==> config.mk <==
export PLATFORM = sky130hd
export DESIGN_NAME = irq_dispatch
export DESIGN_NICKNAME = d
export VERILOG_FILES = /design/src/rtl/irq_pkg.sv /design/src/rtl/irq_holdoff_cnt.sv /design/src/rtl/irq_dispatch.sv
export SDC_FILE = /design/constraint.sdc
export NUM_CORES = 1
export LEC_CHECK = 0
export CAP_MARGIN = 10
export CORE_ASPECT_RATIO = 1.5
export CORE_UTILIZATION = 50
export DETAILED_ROUTE_END_ITERATION = 6
export GPL_TIMING_DRIVEN = 1
export PLACE_DENSITY = 0.76
export SLEW_MARGIN = 20
export SYNTH_ARGS = -nofsm -noshare
export SYNTH_HDL_FRONTEND = slang
export SYNTH_SLANG_ARGS = --single-unit
==> constraint.sdc <==
create_clock -name clk -period 2.3 [get_ports clk]
set_clock_uncertainty 0.1 [all_clocks]
set_input_delay 0.23 -clock clk [delete_from_list [all_inputs] [get_ports clk]]
set_output_delay 0.23 -clock clk [all_outputs]
set_load 0.005 [all_outputs]
==> src/rtl/irq_pkg.sv <==
// Shared types and constants for the interrupt dispatcher.
package irq_pkg;

  localparam int NCHAN = 9;
  localparam int NBUS  = 3;

  localparam int HOLDOFF_CYC_DEF = 4;
  localparam int TIMEOUT_CYC_DEF = 255;

  typedef logic [5:0] vec_t;

  typedef enum logic [2:0] {
    S_IDLE,
    S_QUAL,
    S_REQ,
    S_SERVICE,
    S_HOLDOFF
  } state_t;

endpackage

==> src/rtl/irq_holdoff_cnt.sv <==
// Loadable down-counter with zero flag; load wins over decrement, and it
// saturates at zero.
module irq_holdoff_cnt #(
  parameter int W = 8
) (
  input  logic         clk,
  input  logic         rst,
  input  logic         load,
  input  logic [W-1:0] load_val,
  input  logic         dec,
  output logic [W-1:0] count,
  output logic         zero
);

  always_ff @(posedge clk or posedge rst) begin
    if (rst) begin
      count <= '0;
    end else if (load) begin
      count <= load_val;
    end else if (dec && (count != '0)) begin
      count <= count - 1'b1;
    end
  end

  assign zero = (count == '0);

endmodule

==> src/rtl/irq_dispatch.sv <==
// Interrupt dispatcher: 2-cycle stability filter, CPU ack/eoi handshake,
// post-eoi holdoff. Optional ack timeout under IRQ_DISPATCH_TIMEOUT_EN.
module irq_dispatch
  import irq_pkg::*;
#(
  parameter int HOLDOFF_CYC = HOLDOFF_CYC_DEF,
  parameter int TIMEOUT_CYC = TIMEOUT_CYC_DEF
) (
  input  logic       clk,
  input  logic       rst,
  input  logic       pe_valid,
  input  logic [1:0] pe_bus,
  input  logic [3:0] pe_chan,
  input  logic       cpu_ack,
  input  logic       cpu_eoi,
  output logic       irq_req,
  output vec_t       irq_vec,
  output logic       busy,
  output logic       err_range,
  output logic       err_timeout
);

  state_t     state;
  vec_t       cand;
  vec_t       code;
  logic       legal;
  logic       promote;
  logic       hold_load;
  logic       hold_dec;
  logic [3:0] hold_cnt;
  logic       hold_zero;

  assign code    = {pe_bus, pe_chan};
  assign legal   = (int'(pe_bus) < NBUS) && (int'(pe_chan) < NCHAN);
  assign promote = (state == S_QUAL) && pe_valid && (code == cand);

  assign hold_load = (state == S_SERVICE) && cpu_eoi;
  assign hold_dec  = (state == S_HOLDOFF);

  irq_holdoff_cnt #(.W(4)) u_hold (
    .clk      (clk),
    .rst      (rst),
    .load     (hold_load),
    .load_val (4'(HOLDOFF_CYC)),
    .dec      (hold_dec),
    .count    (hold_cnt),
    .zero     (hold_zero)
  );

`ifdef IRQ_DISPATCH_TIMEOUT_EN
  logic [7:0] tmo_cnt;
  logic       tmo_zero;
  logic       tmo_expire;

  irq_holdoff_cnt #(.W(8)) u_tmo (
    .clk      (clk),
    .rst      (rst),
    .load     (promote),
    .load_val (8'(TIMEOUT_CYC)),
    .dec      (state == S_REQ),
    .count    (tmo_cnt),
    .zero     (tmo_zero)
  );

  // The decrement in this cycle takes the counter to zero.
  assign tmo_expire = (state == S_REQ) && ((tmo_cnt == 8'd1) || tmo_zero);
`endif

  always_ff @(posedge clk or posedge rst) begin
    if (rst) begin
      state     <= S_IDLE;
      cand      <= '0;
      irq_req   <= 1'b0;
      irq_vec   <= '0;
      busy      <= 1'b0;
      err_range <= 1'b0;
`ifdef IRQ_DISPATCH_TIMEOUT_EN
      err_timeout <= 1'b0;
`endif
    end else begin
      case (state)
        S_IDLE: begin
          if (pe_valid) begin
            if (legal) begin
              cand  <= code;
              state <= S_QUAL;
            end else begin
              err_range <= 1'b1;
            end
          end
        end
        S_QUAL: begin
          if (pe_valid && !legal) begin
            err_range <= 1'b1;
            state     <= S_IDLE;
          end else if (promote) begin
            irq_vec <= cand;
            irq_req <= 1'b1;
            state   <= S_REQ;
          end else begin
            state <= S_IDLE;
          end
        end
        S_REQ: begin
          // Ack beats a simultaneous eoi and a simultaneous timeout.
          if (cpu_ack) begin
            irq_req <= 1'b0;
            busy    <= 1'b1;
            state   <= S_SERVICE;
          end
`ifdef IRQ_DISPATCH_TIMEOUT_EN
          else if (tmo_expire) begin
            irq_req     <= 1'b0;
            err_timeout <= 1'b1;
            state       <= S_IDLE;
          end
`endif
        end
        S_SERVICE: begin
          if (cpu_eoi) begin
            busy  <= 1'b0;
            state <= (HOLDOFF_CYC == 0) ? S_IDLE : S_HOLDOFF;
          end
        end
        S_HOLDOFF: begin
          if ((hold_cnt == 4'd1) || hold_zero) begin
            state <= S_IDLE;
          end
        end
        default: state <= S_IDLE;
      endcase
    end
  end

`ifndef IRQ_DISPATCH_TIMEOUT_EN
  assign err_timeout = 1'b0;
`endif

endmodule
==> results.py <==
metrics = {
    "status": {
        "status": "completed",
    },
    "global_routing": {
        "overflow": 0,
        "grt_max_degree": 23,
        "grt_pass1_wl_um": 3150,
        "grt_usage_pct": 20.1,
        "antenna_found_initial": 0,
        "grt_pass1_vias": 756,
    },
    "clock_network": {
        "cts_buffers": 3,
        "insertion_delay_ns": 0.30,
        "cts-hold-fix-buffers": 0,
        "cts_root_buf": "clkbuf_4",
        "clock_sinks": 22,
        "clk_pin_slew_ns": 0.12,
        "cts_setup_buffers": 0,
        "cts.path.max_buffers": 2,
        "cts_resized": 0,
        "tritoncts": "done",
        "cts_max_level": 1,
    },
    "cells_and_area": {
        "drive_above_1_share_pct": 20.2,
        "fin_cells": 136,
        "n_antenna_cell": 0,
        "final_nets": 128,
        "final_area_um2": 1340,
        "fillerInstances": 149,
        "layout_common_cells": "dfrtp_1, clkdlybuf4s50_1, mux2_2",
        "area_delta_synth_final_pct": 25.6,
        "final_common_cell": "dfrtp_1",
    },
    "detailed_routing": {
        "ant_nets": 0,
        "drt-pass1-iter-count": 4,
        "initialDrtViolationCount": 15,
        "wirelength_um": 1940,
        "viasPerCell": 5.57,
        "wl_per_cell_um": 14.3,
        "drc_errors": 0,
        "vias": 757,
    },
    "timing": {
        "final_hold_viol_count": 0,
        "fin_crit_ns": 1.85,
        "fin_hold_ws_ns": 0.140,
        "setup_slack_ns": 0.453,
        "finalCritPeriodShare_pct": 80.3,
        "fin_tns_setup_ns": 0,
        "slew_viol_final": 0,
        "final-setup-viol-count": 0,
        "fmax_mhz": 542,
        "grt_setup_unrepaired": "false",
    },
    "placement": {
        "placed_area_um2": 1300,
        "dp_slack_ns": 0.125,
        "dp_cells": 132,
        "io_buffers": 19,
        "hpwl_um": 1500,
        "place.gp.congestion": 0.746,
    },
    "setup_path": {
        "start_kind": "input port",
        "required_ns": 2.40,
        "arrival_ns": 1.95,
        "crit_fanout": 4,
        "crit_path_end_kind": "flip-flop",
        "critPathKind": "in -> reg",
    },
    "floorplanning": {
        "rows": 20,
        "dieArea_um2": 2330,
        "start_util_pct": 52.7,
        "coreArea_um2": 2030,
        "io_pins": 21,
        "die_w_um": 39.7,
        "fp.dieH_um": 58.6,
    },
    "power_and_ir_drop": {
        "vdd_drop_max_v": 0.000532,
        "p_leak_nw": 0.605,
        "p_per_area_nw_per_um2": 872,
    },
    "yosys": {
        "yosys_warnings": 0,
        "synth_nets": 102,
        "synth_cells": 89,
        "syn-mean-instance-area_um2": 12.0,
        "yosys_register_bits": 22,
        "synthArstFlopShare_pct": 100,
        "synth_cell_types": 32,
        "synth_seq_area_share_pct": 51.6,
        "synth_flop_cell": "dfrtp_1",
        "syn-cell-area_um2": 1070,
        "synth-edff-count": 0,
    },
    "hold_path": {
        "worstHoldPathType": "in -> async",
    },
    "job": {
        "maxCapViolCount": 0,
    },
}
## flip-flops by register name (all words and copies together) (netlist names)
register,count
irq_vec,6
err_range,1
irq_req,1
cand,6
busy,1
state,3
u_hold.count,4
## kinds of logic after synthesis
logic type	Yosys count	share of synthesized area, %
AND/OR/NAND/NOR	26	13.8
flip-flops	22	51.6
AO/OA/AOI/OAI	13	10.6
multiplexers	12	12.7
XOR/XNOR	8	6.57
buffers and inverters	5	2.11
adder cells (fa/ha/maj)	2	2.34
other	1	0.351
## metrics by stage
step           total power, mW  util [%]
5_1_grt                   1.25      66.1
3_5_place_dp             0.974      64.3
6_report                  1.17      66.1
4_1_cts                   1.18      66.1
3_3_place_gp             0.958      64.3
2_1_floorplan            0.816         -
## Yosys cell counts, types with 2 or more instances
| cell type | count | area [um^2] |
|---|---|---|
| xnor2_1 | 7 | 61.3 |
| nor2_1 | 4 | 15.0 |
| mux2_2 | 10 | 113 |
| a21o_1 | 3 | 22.5 |
| a21oi_1 | 2 | 10.0 |
| mux2_1 | 2 | 22.5 |
| ha_1 | 2 | 25.0 |
| dfrtp_1 | 22 | 551 |
| nand4_1 | 2 | 12.5 |
| nand2b_1 | 2 | 12.5 |
| o21ai_0 | 2 | 10.0 |
| nand4b_1 | 2 | 17.5 |
| inv_1 | 3 | 11.3 |
| nand2_1 | 7 | 26.3 |
| a31oi_1 | 2 | 12.5 |
## worst max-delay path, stage by stage
cell and delay [ns]:
clkdlybuf4s50_1 0.49, o31ai_4 0.31, nand2_1 0.15, a211oi_4 0.27, buf_4 0.18, mux2_2 0.33
## final timing paths
kind / slack (ns) / startpoint / cells past startpoint / endpoint
setup / recovery: 0.45 / pe_chan[0] / 6 / irq_vec[0]$_DFFE_PP0P_
hold / removal: 0.14 / rst / 3 / cand[0]$_DFFE_PP0P_
setup reg to reg: 0.47 / u_hold.count[1]$_DFFE_PP0P_ / 5 / u_hold.count[1]$_DFFE_PP0P_
hold reg to reg: 0.38 / err_range$_DFFE_PP0P_ / 1 / err_range$_DFFE_PP0P_
max in group asynchronous: 1.74 / rst / 3 / busy$_DFFE_PP0P_
min in group clk: 0.38 / err_range$_DFFE_PP0P_ / 1 / err_range$_DFFE_PP0P_
## where the power goes
part	total [mW]	switching, mW	internal (mW)
clock network	0.207	0.111	0.0966
registers	0.611	0.107	0.504
logic	0.351	0.126	0.224
## routing by layer
layer / vias up / routed length [um] / global-route usage, %
li1: 357 / - / -
met1: 368 / 783 / 20.7
met2: 23 / 1040 / 35.6
met3: 9 / 67 / 3.40
met4: 0 / 53 / 11.8
met5: - / 0 / 0
## area by class of cell
type	count	area, um^2	area share [%]
Tap cell	22	27.5	2.05
Sequential cell	22	551	41.1
Clock buffer	4	36.3	2.71
Inverter	3	11.3	0.840
Timing Repair Buffer	23	220	16.4
Multi-Input combinational cell	62	494	36.9
Power figures use the tool's default switching activity.
